`src/rtl/bpi_cmd_arbiter.sv`:
```
// BPI command arbiter: shares one BPI flash command port
// between auto-load (AL, priority) and user (USR) requesters.
module bpi_cmd_arbiter #(
  parameter logic [7:0]  START_TMO = 8'd16,
  parameter logic [19:0] BUSY_TMO  = 20'd1000000
) (
  input  logic        CLK,
  input  logic        RST,
  input  logic        AL_ENA,
  input  logic        AL_EXECUTE,
  input  logic [22:0] AL_ADDR,
  input  logic [15:0] AL_CMD_DATA,
  input  logic [1:0]  AL_OP,
  input  logic        USR_EXECUTE,
  input  logic [22:0] USR_ADDR,
  input  logic [15:0] USR_CMD_DATA,
  input  logic [1:0]  USR_OP,
  input  logic        BPI_BUSY,
  input  logic        CLR_STATUS,
  output logic        BPI_EXECUTE,
  output logic [22:0] BPI_ADDR,
  output logic [15:0] BPI_CMD_DATA,
  output logic [1:0]  BPI_OP,
  output logic        AL_BUSY,
  output logic        USR_BUSY,
  output logic        AL_ACK,
  output logic        USR_ACK,
  output logic [1:0]  OWNER,
  output logic [3:0]  STATUS
);

  localparam logic [2:0] S_IDLE  = 3'd0;
  localparam logic [2:0] S_ISSUE = 3'd1;
  localparam logic [2:0] S_WBSY  = 3'd2;
  localparam logic [2:0] S_WIDLE = 3'd3;
  localparam logic [2:0] S_DONE  = 3'd4;

  localparam logic [1:0] OWN_NONE = 2'b00;
  localparam logic [1:0] OWN_AL   = 2'b01;
  localparam logic [1:0] OWN_USR  = 2'b10;

  logic [2:0]  r_state;
  logic [19:0] r_cnt;
  logic        r_al_pend;
  logic [22:0] r_al_addr;
  logic [15:0] r_al_data;
  logic [1:0]  r_al_op;
  logic        r_usr_pend;
  logic [22:0] r_usr_addr;
  logic [15:0] r_usr_data;
  logic [1:0]  r_usr_op;
  logic [22:0] r_bpi_addr;
  logic [15:0] r_bpi_data;
  logic [1:0]  r_bpi_op;
  logic [1:0]  r_owner;
  logic [3:0]  r_status;

  logic        w_idle_ok;
  logic        w_grant_al;
  logic        w_grant_usr;
  logic        w_al_clr;
  logic        w_usr_clr;
  logic        w_al_take;
  logic        w_usr_take;
  logic        w_al_ovr;
  logic        w_usr_ovr;
  logic [19:0] w_cnt_nxt;
  logic        w_start_tmo;
  logic        w_busy_tmo;

  assign w_idle_ok   = (r_state == S_IDLE) && !BPI_BUSY;
  assign w_grant_al  = w_idle_ok && r_al_pend;
  assign w_grant_usr = w_idle_ok && !r_al_pend
                       && r_usr_pend && !AL_ENA;

  assign w_al_clr  = (r_state == S_DONE) && (r_owner == OWN_AL);
  assign w_usr_clr = (r_state == S_DONE) && (r_owner == OWN_USR);

  // a request landing on the clearing cycle is a fresh capture
  assign w_al_take  = AL_EXECUTE && (!r_al_pend || w_al_clr);
  assign w_usr_take = USR_EXECUTE && (!r_usr_pend || w_usr_clr);
  assign w_al_ovr   = AL_EXECUTE && r_al_pend && !w_al_clr;
  assign w_usr_ovr  = USR_EXECUTE && r_usr_pend && !w_usr_clr;

  // timeouts fire as the counter steps onto the limit-1 value
  assign w_cnt_nxt   = r_cnt + 20'd1;
  assign w_start_tmo = (r_state == S_WBSY) && !BPI_BUSY
                       && (w_cnt_nxt == (20'(START_TMO) - 20'd1));
  assign w_busy_tmo  = (r_state == S_WIDLE) && BPI_BUSY
                       && (w_cnt_nxt == (BUSY_TMO - 20'd1));

  // AL request buffer: capture on accepted pulse, drop on completion
  always_ff @(posedge CLK or posedge RST) begin
    if (RST) begin
      r_al_pend <= 1'b0;
      r_al_addr <= '0;
      r_al_data <= '0;
      r_al_op   <= '0;
    end else if (w_al_take) begin
      r_al_pend <= 1'b1;
      r_al_addr <= AL_ADDR;
      r_al_data <= AL_CMD_DATA;
      r_al_op   <= AL_OP;
    end else if (w_al_clr) begin
      r_al_pend <= 1'b0;
    end
  end

  // USR request buffer: capture on accepted pulse, drop on completion
  always_ff @(posedge CLK or posedge RST) begin
    if (RST) begin
      r_usr_pend <= 1'b0;
      r_usr_addr <= '0;
      r_usr_data <= '0;
      r_usr_op   <= '0;
    end else if (w_usr_take) begin
      r_usr_pend <= 1'b1;
      r_usr_addr <= USR_ADDR;
      r_usr_data <= USR_CMD_DATA;
      r_usr_op   <= USR_OP;
    end else if (w_usr_clr) begin
      r_usr_pend <= 1'b0;
    end
  end

  // granted command fields, held until the next grant
  always_ff @(posedge CLK or posedge RST) begin
    if (RST) begin
      r_bpi_addr <= '0;
      r_bpi_data <= '0;
      r_bpi_op   <= '0;
    end else if (w_grant_al) begin
      r_bpi_addr <= r_al_addr;
      r_bpi_data <= r_al_data;
      r_bpi_op   <= r_al_op;
    end else if (w_grant_usr) begin
      r_bpi_addr <= r_usr_addr;
      r_bpi_data <= r_usr_data;
      r_bpi_op   <= r_usr_op;
    end
  end

  // command sequencer with start/busy watchdog counter
  always_ff @(posedge CLK or posedge RST) begin
    if (RST) begin
      r_state <= S_IDLE;
      r_cnt   <= '0;
      r_owner <= OWN_NONE;
    end else begin
      case (r_state)
        S_IDLE: begin
          if (w_grant_al) begin
            r_owner <= OWN_AL;
            r_state <= S_ISSUE;
          end else if (w_grant_usr) begin
            r_owner <= OWN_USR;
            r_state <= S_ISSUE;
          end
        end
        S_ISSUE: begin
          r_cnt   <= '0;
          r_state <= S_WBSY;
        end
        S_WBSY: begin
          if (BPI_BUSY) begin
            r_cnt   <= '0;
            r_state <= S_WIDLE;
          end else begin
            r_cnt <= w_cnt_nxt;
            if (w_start_tmo) r_state <= S_DONE;
          end
        end
        S_WIDLE: begin
          r_cnt <= w_cnt_nxt;
          if (!BPI_BUSY || w_busy_tmo) r_state <= S_DONE;
        end
        S_DONE: begin
          r_owner <= OWN_NONE;
          r_state <= S_IDLE;
        end
        default: begin
          r_owner <= OWN_NONE;
          r_state <= S_IDLE;
        end
      endcase
    end
  end

  // sticky error flags; a same-cycle event beats the clear
  always_ff @(posedge CLK or posedge RST) begin
    if (RST) begin
      r_status <= '0;
    end else begin
      r_status <= (CLR_STATUS ? 4'd0 : r_status)
                  | {w_usr_ovr, w_al_ovr, w_busy_tmo, w_start_tmo};
    end
  end

  assign BPI_EXECUTE  = (r_state == S_ISSUE);
  assign BPI_ADDR     = r_bpi_addr;
  assign BPI_CMD_DATA = r_bpi_data;
  assign BPI_OP       = r_bpi_op;
  assign AL_BUSY      = r_al_pend || (r_owner == OWN_AL);
  assign USR_BUSY     = r_usr_pend || (r_owner == OWN_USR);
  assign AL_ACK       = w_al_clr;
  assign USR_ACK      = w_usr_clr;
  assign OWNER        = r_owner;
  assign STATUS       = r_status;

endmodule

```
`config.mk`:
```
export PLATFORM = sky130hd
export DESIGN_NAME = bpi_cmd_arbiter
export DESIGN_NICKNAME = d
export VERILOG_FILES = /design/src/rtl/bpi_cmd_arbiter.sv
export SDC_FILE = /design/constraint.sdc
export NUM_CORES = 1
export LEC_CHECK = 0
export ABC_AREA = 0
export CORE_UTILIZATION = 51
export CTS_CLUSTER_SIZE = 30
export DETAILED_ROUTE_END_ITERATION = 6
export MAX_ROUTING_LAYER = met4
export PLACE_DENSITY = 0.88
export SETUP_SLACK_MARGIN = 0.02
export SLEW_MARGIN = 20
export SYNTH_ARGS = -nofsm -noshare
export SYNTH_HDL_FRONTEND = slang
export SYNTH_SLANG_ARGS = --single-unit
```
`constraint.sdc`:
```
create_clock -name CLK -period 6.26 [get_ports CLK]
set_input_delay 1.252 -clock CLK [delete_from_list [all_inputs] [get_ports CLK]]
set_output_delay 1.252 -clock CLK [all_outputs]
set_load 0.02 [all_outputs]
```
### After elaboration in Yosys (flattened, before gate mapping)

Index checks and enable logic that the tools add are counted.

* output and inout bits: 52
* bits in registers: 154
* input port bits: 89
* word-level logic and storage cells: 87

* add/subtract/negate cells: 1
* reduce and logical (&&, ||, !) cells: 36
* mux-type cells: 22
* equality and inequality tests: 11
* bitwise gates (word level): 2

Operators by type and width (number)
* case mux 20 bit (3 select lines): 1
* 2-to-1 mux 23 bit: 2
* 2-to-1 mux 16 bit: 2
* adder 20 x 1 -> 20 bit (second input constant): 1
* == test 20 bit (second input constant): 1
* == test 20 x 4 -> 1 bit (second input constant): 1
* 2-to-1 mux 20 bit: 1
* logical AND 1 bit: 17
* 2-to-1 mux 3 bit: 5
* case mux 3 bit (4 select lines): 1
* 2-to-1 mux 2 bit: 4
* == test 3 x 2 -> 1 bit (second input constant): 2
* zero test 1 bit: 6
* inequality test 3 bit (second input constant): 2
* nonzero test 2 bit: 3
* logical OR 1 bit: 5
* 2-to-1 mux 1 bit: 4
* 2-to-1 mux 4 bit: 1
* bitwise OR 4 bit: 1
* case mux 2 bit (2 select lines): 1
* == test 3 x 1 -> 1 bit (second input constant): 1
* == test 3 bit (second input constant): 1
* zero test 3 bit: 1
* AND reduction 3 bit: 1
* other kinds (7): 7

### Depth between registers and ports, before layout

Gate-level depths: netlist (run 1).

* word-level depth: 8
* mapped depth: 9
* gate-level depth less buffers: 7

### Least setup slack after synthesis (run 1)

OpenSTA, ideal clock, no wires.

* kind: input -> register
* start: input BPI_BUSY
* end: register r_bpi_addr[0] (netlist: BPI_ADDR[0])
* path buffers: 3
* data arrival time: 2.581 ns
* setup slack: 3.552 ns
* setup time: 0.127 ns
* stages on the path: 8
* required time: 6.133 ns
* cell sequence: nor4_1 and2_1 clkbuf_1 nor2b_1 clkbuf_1 clkbuf_1 a222oi_1 inv_1

* cells in the longest elaborated chain, start to end: 6
* elaborated cells on any way between the ends: 8
* classes of those cells: 1 x mux; 7 x reduce/logical

Ends and longest elaborated chain
* from (decl): RTL line 18 `input logic BPI_BUSY,`
* zero test 1 bit *: RTL line 71 `assign w_idle_ok = (r_state == S_IDLE) && !BPI_BUSY;`
* logical AND 1 bit *: RTL line 71
* logical AND 1 bit: RTL line 73 `assign w_grant_usr = w_idle_ok && !r_al_pend`
* logical AND 1 bit (2 in a row): RTL line 74 `&& r_usr_pend && !AL_ENA;`
* nonzero test 2 bit (no line)
* to (signal assigned): RTL line 133 `r_bpi_addr <= r_al_addr;`
* to (signal assigned): RTL line 137 `r_bpi_addr <= r_usr_addr;`
* to (decl): RTL line 52 `logic [22:0] r_bpi_addr;`

Mark *: on every way between the ends. The rest lies on a longest branch, timed or not.
A chain may end at the register's enable or synchronous reset.

### Worst setup path in the final report (run 1)

* start: input BPI_BUSY
* end: register r_bpi_data[8] (netlist: BPI_CMD_DATA[8])

* cells in the longest elaborated chain, start to end: 6
* elaborated cells on any way between the ends: 8
* classes of those cells: 1 x mux; 7 x reduce/logical

Ends and longest elaborated chain
* zero test 1 bit *: RTL line 71
* logical AND 1 bit *: RTL line 71
* logical AND 1 bit: RTL line 73
* logical AND 1 bit (2 in a row): RTL line 74
* nonzero test 2 bit (no line)
* to (signal assigned): RTL line 134 `r_bpi_data <= r_al_data;`
* to (signal assigned): RTL line 138 `r_bpi_data <= r_usr_data;`
* to (decl): RTL line 53 `logic [15:0] r_bpi_data;`

Marks and branches as above.

==> results of run 1 <==
## kinds of logic after synthesis
| kind of cell | share of synthesized area, % |
|---|---|
| AO/OA/AOI/OAI | 11.6 |
| adder cells (fa/ha/maj) | 0.372 |
| XOR/XNOR | 1.95 |
| buffers and inverters | 4.96 |
| flip-flops | 57.3 |
| AND/OR/NAND/NOR | 9.52 |
| multiplexers | 14.3 |
## cells in the mapped netlist (2+ instances only)
library cell                count  area (sq um)
sky130_fd_sc_hd__a211oi_1       3          22.5
sky130_fd_sc_hd__a21oi_1        3          15.0
sky130_fd_sc_hd__a222oi_1      41           410
sky130_fd_sc_hd__a31o_2         2          17.5
sky130_fd_sc_hd__a31oi_1        6          37.5
sky130_fd_sc_hd__and2_1         7          43.8
sky130_fd_sc_hd__and3_1         5          31.3
sky130_fd_sc_hd__and4_1         3          26.3
sky130_fd_sc_hd__buf_1          4          15.0
sky130_fd_sc_hd__buf_2          9          45.0
sky130_fd_sc_hd__clkbuf_1      21          78.8
sky130_fd_sc_hd__dfrtp_1      154          3850
sky130_fd_sc_hd__ha_1           2          25.0
sky130_fd_sc_hd__inv_1         52           195
sky130_fd_sc_hd__mux2_2        83           935
sky130_fd_sc_hd__mux2i_1        3          30.0
sky130_fd_sc_hd__nand2_1       36           135
sky130_fd_sc_hd__nand2b_1       5          31.3
sky130_fd_sc_hd__nand3_1        7          35.0
sky130_fd_sc_hd__nand3_2        2          20.0
sky130_fd_sc_hd__nand4_1        2          12.5
sky130_fd_sc_hd__nand4_2        2          25.0
sky130_fd_sc_hd__nor2_1        20          75.1
sky130_fd_sc_hd__nor2b_1        5          31.3
sky130_fd_sc_hd__nor3_1         3          15.0
sky130_fd_sc_hd__nor4_1         2          12.5
sky130_fd_sc_hd__nor4_2         2          25.0
sky130_fd_sc_hd__nor4_4         2          42.5
sky130_fd_sc_hd__o21ai_0       23           115
sky130_fd_sc_hd__o21ai_1        2          10.0
sky130_fd_sc_hd__o2bb2ai_1      2          17.5
sky130_fd_sc_hd__o31ai_1        5          37.5
sky130_fd_sc_hd__o41ai_1        2          17.5
sky130_fd_sc_hd__or2_2          2          12.5
sky130_fd_sc_hd__or3_1          2          12.5
sky130_fd_sc_hd__xnor2_1       12           105
sky130_fd_sc_hd__xor2_1         3          26.3
## metal layers
| layer | GRT usage (%) | part of all wire (%) | up-vias |
|---|---|---|---|
| li1 | - | - | 2250 |
| met3 | 5.72 | 5.9 | 27 |
| met4 | 10.5 | 1.7 | 0 |
| met5 | - | 0 | - |
| met2 | 43.9 | 50 | 199 |
| met1 | 32.4 | 42 | 2508 |
## registers in the layout, indices dropped and copies added, names as in the netlist
register	cells
BPI_ADDR	23
BPI_CMD_DATA	16
BPI_OP	2
OWNER	2
STATUS	4
r_al_addr	23
r_al_data	16
r_al_op	2
r_al_pend	1
r_cnt	20
r_state	3
r_usr_addr	23
r_usr_data	16
r_usr_op	2
r_usr_pend	1
## critical path, cell delays in order
cell and delay (ns):
sky130_fd_sc_hd__clkdlybuf4s50_1 0.50, sky130_fd_sc_hd__nor4_1 0.41, sky130_fd_sc_hd__and2_2 0.87, sky130_fd_sc_hd__nor2b_4 0.26, sky130_fd_sc_hd__buf_16 0.26, sky130_fd_sc_hd__a222oi_1 0.40
sky130_fd_sc_hd__inv_1 0.07
## path summary, 6_finish.rpt
check                      slack, ns                           to                startpoint
max in group asynchronous       3.68     r_al_data[9]$_DFFE_PP0P_                       RST
max                             2.50  BPI_CMD_DATA[8]$_DFFE_PP0P_                  BPI_BUSY
min in group asynchronous       1.39     r_al_addr[1]$_DFFE_PP0P_                       RST
max reg2reg                     3.22  BPI_CMD_DATA[8]$_DFFE_PP0P_    r_state[0]$_DFFE_PP0P_
min                             0.48  BPI_CMD_DATA[4]$_DFFE_PP0P_  r_al_data[4]$_DFFE_PP0P_
min reg2reg                     0.48  BPI_CMD_DATA[4]$_DFFE_PP0P_  r_al_data[4]$_DFFE_PP0P_
## final cells by class
cell class	instances	area, sq um
fillers	886	3780
flip-flops and latches	154	3850
inverters	52	200
well taps	172	215
repair buffers	144	1470
clock inverters	7	138
clock buffers	25	485
multi-input cells	311	2580
## power by group through the flow
| stage | Combinational, mW | Sequential, mW | Clock, mW |
|---|---|---|---|
| 6_report | 1.05 | 1.41 | 1.08 |
| 5_1_grt | 1.13 | 1.43 | 1.13 |
| 4_1_cts | 1.04 | 1.41 | 1.09 |
| 3_5_place_dp | 1.03 | 1.41 | 0 |
| 3_3_place_gp | 0.988 | 1.39 | 0 |
| 2_1_floorplan | 0.445 | 1.52 | 0 |
## per-stage QoR
stage,instance area (sq um),std cells
after CTS,8880,863
after detailed placement,8250,831
after floorplan,6730,551
final,8940,865
after global routing,8940,865
after global placement,8250,831
==> results.md, run 1 <==
- Status: finished with violations
- Failing checks: design-rule violations
- Final count of hold timing violations: 0
- Clock insertion delay at the later pin of the skew report: around 0.42 ns
- Post-Place Worst Slack: 2.11 ns
- DRC Markers: 8
- Post-cts resize count: 0
- Inserted Clock Buffers: 17
- Register bit total from synthesis: about 150
- Via count: around 5000
- HPWL after DPL: 10700 um
- Leading cell type in the layout, fill and taps excluded: sky130_fd_sc_hd__dfrtp_1
- Max Slew Vio Count: 0
- Mean number of vias per cell: 5.76
- Classification of the worst-slack hold path: flip-flop to flip-flop
- Layout Nets: 771
- Top FF cell, synth: sky130_fd_sc_hd__dfrtp_1
- Detailed router's first-iteration violation count: 746
- Total of buffers placed on input and output ports: 140
- Shortest period the worst path allows: around 3.8 ns
- Yosys warnings: 0
- Sort of element at the end of the critical path: flip-flop
- DIE AREA: 13700 sq um
- Async SR Flop Fraction: 100%
- Mean area per synthesized cell: 12.2 sq um
- Pin count of the biggest net entering global routing: 101
- Synth-to-Final Area Change: 32.9%
- Post-CTS setup buffer count: 0
- Worst-case setup margin in the final layout: 2.50 ns
- Post-CTS Hold Buffers: 0
- Sequential share of the synthesized area: between 50% and 60%
- Clock Skew: roughly 0.011 ns
- Path depth of the worst reg2reg path: 6
- Layout cells sized above 1: 19.6%
- TritonRoute pass-1 iters: 7
- Required time reported for the critical path endpoint: 6.56 ns
- Static leakage power: 4.31 nW
- Final setup vio count: 0
- Average wire per standard cell: 18.9 um
- Max clock buf depth: 2
- Clk slew on worst S/H paths: roughly 0.060 ns
- Worst Hold Depth: 2
- Largest voltage drop on the vdd net: 0.261 mV
- Post-route total power: 3.53 mW
- Summed instance area of the synthesized netlist: 6730 sq um
- Number of nets with antenna violations after routing: 0
- Global placer's final weighted congestion: 0.879
- Number of antenna violations at the first check in global routing: 0
- Type of origin of the critical path: input port
- Achievable frequency: between 0.2 and 0.3 GHz
- Combinational power share: 29.6%
- NetSw: 1.09 mW
- Starting density of the core: 52.9%
- CTS tree: done
- Number of maximum-capacitance violations: 0
- Core Util, Final: 70.3%
- Register share of total power: between 30% and 40%
- Number of antenna cells inserted: 0
- Width of the chip: between 100 and 150 um
- Number of library cell types mapped by synthesis: 49
- Number of placed I/O pins: 141
- Normalized max-slew margin: 31.6%
- Clock root buffer: sky130_fd_sc_hd__clkbuf_16
- Commonest cells after routing, fill and taps aside: 154 x sky130_fd_sc_hd__dfrtp_1, 140 x sky130_fd_sc_hd__clkdlybuf4s50_1, 83 x sky130_fd_sc_hd__mux2_2
- Clk pwr share: a little over 30%
- Switching part of the total: a little under a third
- Chip height: roughly 120 um
- Setup TNS after final layout: 0 ns
- Total congestion overflow: 0
- Number of levels the H-tree was split into: 4
- Internal: 2.45 mW
- Syn nets: 642
- Count of flip-flops with a built-in enable after synthesis: 0
- Number of standard-cell rows in the floorplan: 41
- GRT Util Overall: 26.7%
- CP arrival: 4.06 ns
- Via count of the first global-routing pass: approximately 5200
- Total clock sinks: between 150 and 200
- Critical path peak fanout: 43
- Worst setup path category: input port to flip-flop
- Hold_ws: around 0.48 ns
- Slew at the pin with the worst max-slew slack: roughly 1 ns
- Area of the core: 12700 sq um
- RSZ-0062 raised after global routing: false
- Post-Synthesis Cells: 551
- Final period util: 60.1%
- Total wirelength of the detailed-routed design: 16400 um
- Power density over the cells: 395 nW/um^2
- First-pass GRT wire length: about 27000 um
Note: power is estimated with default switching activity, not from simulation.
==> run 2: changes to the inputs <==
--- a/config.mk
+++ b/config.mk
@@ -6,11 +6,11 @@
 export NUM_CORES = 1
 export LEC_CHECK = 0
 export ABC_AREA = 0
-export CORE_UTILIZATION = 51
+export CORE_UTILIZATION = 46
 export CTS_CLUSTER_SIZE = 30
 export DETAILED_ROUTE_END_ITERATION = 6
 export MAX_ROUTING_LAYER = met4
-export PLACE_DENSITY = 0.88
+export PLACE_DENSITY = 0.84
 export SETUP_SLACK_MARGIN = 0.02
 export SLEW_MARGIN = 20
 export SYNTH_ARGS = -nofsm -noshare
==> constraint.sdc (replaced) <==
create_clock -name CLK -period 3.15 [get_ports CLK]
set_input_delay 0.63 -clock CLK [delete_from_list [all_inputs] [get_ports CLK]]
set_output_delay 0.63 -clock CLK [all_outputs]
set_load 0.02 [all_outputs]
==> run 2 against run 1 <==
The run now ends clean. Cell count is 1.5% higher. First-iteration DRC count is 44% lower. Critical endpoint is now r_state[0]$_DFFE_PP0P_. Register-to-register slack worse by 2.8 ns. Non-clock buffer count is 5 higher. Critical path depth stayed put. Worst hold slack worse by 0.0080 ns. Total power is 94% higher. Global-route usage is 2.9 points lower. Design area is 0.21% higher.
==> results.md, run 2 (synthesized netlist as in run 1, its figures left out) <==
- Status: completed
- First-pass GRT wire length: between 20000 and 30000 um
- Post-CTS Hold Buffers: 0
- Power density over the cells: 766 nW/um^2
- Largest voltage drop on the vdd net: 0.555 mV
- Number of standard-cell rows in the floorplan: 43
- Detailed router's first-iteration violation count: 421
- Number of maximum-capacitance violations: 0
- Leading cell type in the layout, fill and taps excluded: sky130_fd_sc_hd__dfrtp_1
- Via count: 5116
- Total congestion overflow: 0
- Worst setup path category: flip-flop to flip-flop
- Static leakage power: 4.30 nW
- Final period util: 86.5%
- Path depth of the worst reg2reg path: 7
- Global placer's final weighted congestion: 0.896
- Width of the chip: 123 um
- Average wire per standard cell: 18.7 um
- Normalized max-slew margin: 50.1%
- Slew at the pin with the worst max-slew slack: between 0.7 and 0.8 ns
- GRT Util Overall: 23.8%
- Shortest period the worst path allows: 2.72 ns
- Layout Nets: 776
- Sort of element at the end of the critical path: flip-flop
- TritonRoute pass-1 iters: 6
- Post-route total power: around 6.9 mW
- Launch point of the worst hold path: r_al_data[11]$_DFFE_PP0P_
- Layout cells sized above 1: 20.5%
- RR Startpoint: r_cnt[1]$_DFFE_PP0N_
- Instance area after placement: 8350 sq um
- Multi-input gate area in the final layout: 2560 sq um
- Clk slew on worst S/H paths: about 0.060 ns
- Number of nets with antenna violations after routing: 0
- Post-cts resize count: 0
- Post-Place Worst Slack: between 0.2 and 0.25 ns
- Final count of hold timing violations: 0
- RSZ-0062 raised after global routing: false
- Pin count of the biggest net entering global routing: 84
- Clock root buffer: sky130_fd_sc_hd__clkbuf_16
- CP arrival: 3.01 ns
- Number of antenna violations at the first check in global routing: 0
- Mean number of vias per cell: 5.83
- Commonest cells after routing, fill and taps aside: 154 x sky130_fd_sc_hd__dfrtp_1, 140 x sky130_fd_sc_hd__clkdlybuf4s50_1, 83 x sky130_fd_sc_hd__mux2_2
- DIE AREA: 15100 sq um
- Crit Reg-Reg Endpoint: r_state[0]$_DFFE_PP0P_
- Total clock sinks: between 150 and 200
- Starting density of the core: 47.7%
- Classification of the worst-slack hold path: flip-flop to flip-flop
- Final setup vio count: 0
- Critical path peak fanout: 6
- Chip height: between 100 and 150 um
- Max clock buf depth: 2
- Area of the core: ~14000 sq um
- Max Slew Vio Count: 0
- Synth-to-Final Area Change: 33.1%
- Number of placed I/O pins: ~140
- Via count of the first global-routing pass: 5259
- Clock insertion delay at the later pin of the skew report: 0.42 ns
- Post-CTS setup buffer count: 0
- Setup TNS after final layout: 0 ns
- # fillers: 1030
- Required time reported for the critical path endpoint: 3.44 ns
- Inserted Clock Buffers: 17
- Worst-case setup margin in the final layout: 0.426 ns
- Number of antenna cells inserted: 0
- Number of levels the H-tree was split into: 4
- Setup slack of the most critical reg-to-reg path: 0.43 ns
- CTS tree: done
- Area of all sequential standard cells: around 3900 sq um
- Final instance area: 8960 sq um
- Clock Skew: about 0.0058 ns
- Total wirelength of the detailed-routed design: 16400 um
- Crit path from: r_cnt[1]$_DFFE_PP0N_
- Core Util, Final: 63.6%
- Achievable frequency: ~0.37 GHz
- Worst Hold Depth: 2
- DRC Markers: 0
- HPWL after DPL: 10700 um
- Hold endpoint: BPI_CMD_DATA[11]$_DFFE_PP0P_
- Total of buffers placed on input and output ports: between 100 and 150
- Type of origin of the critical path: flip-flop
## run 2: cell count changes in the layout (fill, tap and decap cells not counted)
cell	delta
sky130_fd_sc_hd__buf_12	+4
sky130_fd_sc_hd__clkinvlp_4	+4
sky130_fd_sc_hd__clkbuf_1	-3
sky130_fd_sc_hd__buf_4	+2
sky130_fd_sc_hd__bufinv_16	-2
sky130_fd_sc_hd__clkinv_2	+2
sky130_fd_sc_hd__nand2_2	+2
sky130_fd_sc_hd__nand2_4	-2
sky130_fd_sc_hd__buf_16	-1
sky130_fd_sc_hd__clkbuf_8	-1
sky130_fd_sc_hd__o21ai_1	+1
sky130_fd_sc_hd__o21ai_2	-1
## run 2: worst max-delay path, cell delays in order (launching register included)
cell and delay [ns]:
sky130_fd_sc_hd__dfrtp_1 0.46, sky130_fd_sc_hd__ha_1 0.35, sky130_fd_sc_hd__nand4_4 0.18, sky130_fd_sc_hd__nor3_1 0.45
sky130_fd_sc_hd__mux2i_1 0.16, sky130_fd_sc_hd__a211oi_1 0.61, sky130_fd_sc_hd__and2_1 0.28, sky130_fd_sc_hd__a31oi_1 0.10
## run 2: how the worst max path moves through the flow
stage | to | slack (ns)
6_report | r_state[0]$_DFFE_PP0P_ | 0.43
3_5_place_dp | BPI_CMD_DATA[14]$_DFFE_PP0P_ | 0.23
3_3_place_gp | BPI_OP[0]$_DFFE_PP0P_ | 0.28
4_1_cts | STATUS[0]$_DFF_PP0_ | 0.47
5_1_grt | r_state[2]$_DFFE_PP0P_ | 0.18
2_1_floorplan | BPI_ADDR[0]$_DFFE_PP0P_ | 0.58
## run 2: power by group
group / switching, mW / internal (mW)
Sequential: 0.341 / 2.45
Combinational: 1.04 / 1.04
Clock: 0.789 / 1.20
## run 2: through the flow
stage / hold WS, ns / cells
6_report: 0.475 / 878
5_1_grt: 0.505 / 878
2_1_floorplan: 0.450 / 551
3_3_place_gp: 0.454 / 845
4_1_cts: 0.480 / 877
3_5_place_dp: 0.471 / 845
## run 2: final cells by class
cell class / instances / share of cell area, %
flip-flops and latches: 154 / 43.0
multi-input cells: 311 / 28.6
repair buffers: 149 / 17.2
clock buffers: 21 / 5.14
well taps: 180 / 2.51
inverters: 52 / 2.22
clock inverters: 11 / 1.33
## run 2: metal layers
metal,global-route usage (%),vias to the layer above,wire (um)
met2,38.2,228,8190
met5,-,-,0
li1,-,2267,-
met3,5.21,23,1100
met1,29.6,2598,6820
met4,8.84,0,270
==> run 3: changes to the inputs <==
--- a/config.mk
+++ b/config.mk
@@ -6,11 +6,12 @@
 export NUM_CORES = 1
 export LEC_CHECK = 0
 export ABC_AREA = 0
+export CAP_MARGIN = 20
 export CORE_UTILIZATION = 46
 export CTS_CLUSTER_SIZE = 30
 export DETAILED_ROUTE_END_ITERATION = 6
 export MAX_ROUTING_LAYER = met4
-export PLACE_DENSITY = 0.84
+export PLACE_DENSITY = 0.76
 export SETUP_SLACK_MARGIN = 0.02
 export SLEW_MARGIN = 20
 export SYNTH_ARGS = -nofsm -noshare
==> run 3 against run 2 <==
Die area unchanged. Design area stayed put. Combinational power barely moved. Non-clock buffer count unchanged. Sequential power barely moved. Critical path depth did not move. Core utilization is the same. Sequential share of layout area unchanged. Global-route usage fell by 0.47 points. Wire length barely moved. Clock skew up 0.00060 ns. Largest cell class unchanged.
==> results.md, run 3 (synthesized netlist as in run 1, its figures left out) <==
- Number of antenna violations at the first check in global routing: 1
- Post-CTS Hold Buffers: 0
- Shortest period the worst path allows: 2.66 ns
- Width of the chip: 123 um
- Area of all sequential standard cells: ~3900 sq um
- Via count: between 4000 and 5000
- Cell class contributing the biggest share of worst-path delay: simple AND/OR/NAND/NOR gates
- # fillers: approximately 1100
- DRC Markers: 0
- Hold endpoint: BPI_ADDR[0]$_DFFE_PP0P_
- Crit Reg-Reg Endpoint: r_state[2]$_DFFE_PP0P_
- Launch point of the worst hold path: r_al_addr[0]$_DFFE_PP0P_
- Status: completed
- Static leakage power: about 4.3 nW
- RR Startpoint: r_cnt[0]$_DFFE_PP0N_
- Worst setup path category: flip-flop to flip-flop
- Setup slack of the most critical reg-to-reg path: 0.49 ns
- Number of nets with antenna violations after routing: 0
- Total clock sinks: ~150
- Critical path peak fanout: 7
- Final setup vio count: 0
- Slew at the pin with the worst max-slew slack: 0.823 ns
- CP arrival: 2.96 ns
- Final count of hold timing violations: 0
- TritonRoute pass-1 iters: 6
- Path depth of the worst reg2reg path: 7
- Chip height: 123 um
- Cell chain of the critical path: ha_1, nand4_4, nor3_1, mux2i_1, a211oi_1, nand2_1, o31ai_1
- Classification of the worst-slack hold path: flip-flop to flip-flop
- Setup TNS after final layout: 0 ns
- Total congestion overflow: 0
- Post-CTS setup buffer count: 0
- Via count of the first global-routing pass: 5202
- Global placer's final weighted congestion: 0.891
- Detailed router's first-iteration violation count: between 500 and 600
- Clk slew on worst S/H paths: ~0.060 ns
- GRT Util Overall: 23.3%
- Type of origin of the critical path: flip-flop
- Area of the core: approximately 14000 sq um
- Max Slew Vio Count: 0
- Number of standard-cell rows in the floorplan: 43
- Biggest cell delay along the critical path: 0.49 ns
- Pin count of the biggest net entering global routing: approximately 90
- Post-cts resize count: 0
- Normalized max-slew margin: between 40% and 50%
- Worst Hold Depth: 2
- Post-Place Worst Slack: roughly 0.21 ns
- Mean number of vias per cell: around 5.7
- Inserted Clock Buffers: 17
- Clock Skew: 0.00638 ns
- Number of placed I/O pins: 141
- Final period util: a little over four fifths
- HPWL after DPL: between 10000 and 15000 um
- Clock insertion delay at the later pin of the skew report: slightly above 0.4 ns
- Multi-input gate area in the final layout: 2560 sq um
- RSZ-0062 raised after global routing: false
- Sort of element at the end of the critical path: flip-flop
- Largest voltage drop on the vdd net: 0.448 mV
- Commonest cells after routing, fill and taps aside: 154 x sky130_fd_sc_hd__dfrtp_1, 140 x sky130_fd_sc_hd__clkdlybuf4s50_1, 83 x sky130_fd_sc_hd__mux2_2
- Total wirelength of the detailed-routed design: 16400 um
- Power density over the cells: 767 nW/um^2
- First-pass GRT wire length: 25900 um
- Synth-to-Final Area Change: 33.1%
- CTS tree: done
- DIE AREA: 15100 sq um
- Layout cells sized above 1: 20.6%
- Required time reported for the critical path endpoint: 3.46 ns
- Layout Nets: 776
- Achievable frequency: 0.376 GHz
- Clock root buffer: sky130_fd_sc_hd__clkbuf_16
- Total of buffers placed on input and output ports: 140
- Max clock buf depth: 2
- Leading cell type in the layout, fill and taps excluded: sky130_fd_sc_hd__dfrtp_1
- Number of maximum-capacitance violations: 0
- Number of levels the H-tree was split into: 4
- Starting density of the core: 47.7%
- Sum of buffers and inverters on the critical path: 0
- Cell with the largest stage delay on the worst path: sky130_fd_sc_hd__nor3_1
- Worst-case setup margin in the final layout: roughly 0.49 ns
- Average wire per standard cell: about 19 um
## run 3: cell type report
class | count | area share [%]
inverters | 52 | 2.22
repair buffers | 149 | 17.0
flip-flops and latches | 154 | 43.0
diodes | 1 | 0.0279
multi-input cells | 311 | 28.6
clock buffers | 21 | 5.25
clock inverters | 11 | 1.33
well taps | 180 | 2.51
## run 3: report_power, final
part / internal (mW) / switching, mW / leakage [nW]
combinational: 1.04 / 1.06 / 1.95
clock: 1.23 / 0.781 / 0.293
sequential: 2.45 / 0.318 / 2.08
total: 4.72 / 2.15 / 4.32
## run 3: worst min-delay path, cell delays in order (launching register included)
cell                       delay [ns]
sky130_fd_sc_hd__dfrtp_1         0.33
sky130_fd_sc_hd__a222oi_1        0.06
sky130_fd_sc_hd__inv_1           0.05
## run 3: per-stage QoR
step	area, sq um	instances	util [%]	hold WS, ns	power [mW]
global route	8960	879	63.6	0.509	7.21
CTS	8930	877	63.3	0.483	6.87
finish	8960	879	63.6	0.479	6.87
floorplan	6730	551	-	0.450	3.90
global placement	8340	845	59.2	0.455	4.76
detailed placement	8340	845	59.2	0.472	4.85
## run 3: how the worst max path moves through the flow
stage / startpoint / to / slack, ns / cells past startpoint
5_1_grt: r_cnt[0]$_DFFE_PP0N_ / r_state[2]$_DFFE_PP0P_ / 0.28 / 7
6_report: r_cnt[0]$_DFFE_PP0N_ / r_state[2]$_DFFE_PP0P_ / 0.49 / 7
3_3_place_gp: BPI_BUSY / BPI_CMD_DATA[7]$_DFFE_PP0P_ / 0.25 / 6
2_1_floorplan: RST / BPI_ADDR[0]$_DFFE_PP0P_ / 0.58 / 1
3_5_place_dp: BPI_BUSY / BPI_ADDR[8]$_DFFE_PP0P_ / 0.21 / 6
4_1_cts: r_cnt[0]$_DFFE_PP0N_ / r_state[2]$_DFFE_PP0P_ / 0.52 / 7
## run 3: per-layer routing
metal / part of all wire [%] / up-vias / routed length (um) / global-route usage (%)
li1: - / 2267 / - / -
met1: 41 / 2509 / 6640 / 27.7
met2: 50 / 199 / 8210 / 38.2
met3: 7.4 / 15 / 1210 / 6.50
met4: 1.9 / 0 / 305 / 7.77
met5: 0 / - / 0 / -
==> patch (flow settings as in run 3) <==
Put one more register stage on the output `STATUS`, with the module's reset. The value now appears one clock later. The other outputs are not delayed to match.
--- a/src/rtl/bpi_cmd_arbiter.sv
+++ b/src/rtl/bpi_cmd_arbiter.sv
@@ -205,7 +205,13 @@
   assign AL_ACK       = w_al_clr;
   assign USR_ACK      = w_usr_clr;
   assign OWNER        = r_owner;
-  assign STATUS       = r_status;
+  always_ff @(posedge CLK or posedge RST) begin
+    if (RST) begin
+      STATUS <= '0;
+    end else begin
+      STATUS <= r_status;
+    end
+  end
 
 endmodule
 
Behaviour: not the same (a bounded check fails within 4 cycles, from zero or initial values and one cycle with RST high).
==> patch against run 3 <==
  * The run now ends with DRC left
  * Cell count shrank 0.68%
  * Sequential cell count grew 4
  * Combinational power is essentially flat
  * Routed wire length shrank 1.6%
  * Total power grew 0.72%
  * Worst setup slack lost 0.13 ns
  * Synthesized area grew 0.71%
  * Cell area grew 0.35%
  * Highest routed layer unchanged
==> patch: results (changes against run 3) <==
Finish
  • Final net count: 771 (-0.64%)
  • Ant. Diodes: 0 (-1)
  • Fill cell count: 1,086 (+2.2%)

Global route
  • Met3 usage: 4.47% (-2.0 points)
  • Global routing usage on met1: 27.0% (-0.72 points)
  • Met2 GRT Util: 37.5% (-0.70 points)
  • Vias in the first global route: 5,049 (-2.9%)
  • Overall routing resource usage: 22.5% (-0.80 points)
  • Wire length of the first global-routing pass: 25.0 mm (-3.3%)

Placed design
  • Hpwl dp: 10.6 mm (-1.7%)
  • GP Congestion: 0.802 (-10%)

Synth
  • Synth Area in Adders: 0.369% (-0.0026 points)
  • Most frequent cells after synthesis: dfrtp_1 (158), mux2_2 (82), inv_1 (53), a222oi_1 (41), o21ai_0 (29)
  • Synth cell types: 53 (+8.2%)
  • Top post-synthesis cells by area: dfrtp_1 (58%), mux2_2 (14%), a222oi_1 (6.1%)
  • Post-Synth XOR/XNOR Area: 1.81% (-0.14 points)
  • Post-synthesis mux area share: 13.8% (-0.56 points)
  • Synth Area in Compound Gates: 11.5% (-0.12 points)
  • Sequential area share after synthesis: 58.3% (+1.1 points)

Setup path
  • Worst Path Max Fanout: 12 (+5)
  • Setup crit start: r_cnt[4]$_DFFE_PP0N_

Route
  • Drt first pass iters: 7 (+1)
  • Post-route DRC: 2 (+2)
  • Via count: 4,925 (-1.3%)

Timing
  • Actual slew at the worst max-slew pin: 0.698 ns (-0.125 ns)

Pwr
  • Pleak: 4.31 nW (about the same)
  • Internal: 4.67 mW (-1.1%)
  • Maximum vdd drop: 423 uV (-5.6%)

Worst hold path
  • Hold_sp: r_status[0]$_DFF_PP0_

Run status
  • Status: finished, violations left
  • Failing checks: DRC
-- patch: cell types whose count changed in the layout (fill, tap and decap cells not counted), moves of 4 or more --
cell        delta
clkinv_2       -5
clkinvlp_4     +4
dfrtp_1        +4
inv_8          +4
nand2_1       -10
o21ai_0        +4
o22ai_1        +4
-- patch: metrics by stage --
stage | instance area, sq um | cells | util [%] | setup WS [ns]
global placement | 8380 | 840 | 59.2 | 0.343
detailed placement | 8380 | 840 | 59.2 | 0.288
floorplan | 6780 | 549 | - | 0.519
global route | 8990 | 873 | 63.5 | 0.129
CTS | 8960 | 872 | 63.3 | 0.378
finish | 8990 | 873 | 63.5 | 0.366
-- patch: final timing paths --
path / end / slack, ns / cells past startpoint
worst min-delay path: STATUS[0]$_DFF_PP0_ / 0.39 / 0
worst max register to register: r_status[1]$_DFF_PP0_ / 0.37 / 7
min in group asynchronous: r_cnt[5]$_DFFE_PP0N_ / 0.54 / 2
max in group asynchronous: r_usr_addr[10]$_DFFE_PP0P_ / 1.76 / 3
worst min register to register: STATUS[0]$_DFF_PP0_ / 0.39 / 0
worst max-delay path: r_status[1]$_DFF_PP0_ / 0.37 / 7
-- patch: cell type report --
class                           instances  area share, %
Clock buffer                           17           4.73
Timing Repair Buffer                  149           17.1
Inverter                               53           2.25
Sequential cell                       158           44.0
Clock inverter                         15           1.74
Tap cell                              180           2.50
Multi-Input combinational cell        301           27.7
-- patch: kinds of logic after synthesis --
kind of cell / after synthesis
mux: 83
fa+ha+maj: 2
simple gates: 101
compound gates: 101
flops: 158
xor+xnor: 14
buf+inv: 90
-- patch: power by group through the flow --
stage / sequential [mW] / clock, mW / combinational (mW)
finish: 2.82 / 2.00 / 2.10
global route: 2.87 / 2.14 / 2.27
CTS: 2.81 / 2.04 / 2.09
detailed placement: 2.84 / 0 / 2.08
global placement: 2.82 / 0 / 2.02
floorplan: 3.07 / 0 / 0.891
-- patch: routing by layer --
layer  vias up  part of all wire (%)
met5         -                     0
met4         0                   1.6
met3        18                   5.2
met2       176                    52
met1      2484                    41
li1       2247                     -
-- patch: worst reg2reg max path: cells and delay by family (launching register included) --
kind	cells	cell delay, ns
XOR/XNOR	1	0.12
AND/OR/NAND/NOR	5	1.83
flip-flops	1	0.59
AO/OA/AOI/OAI	1	0.17
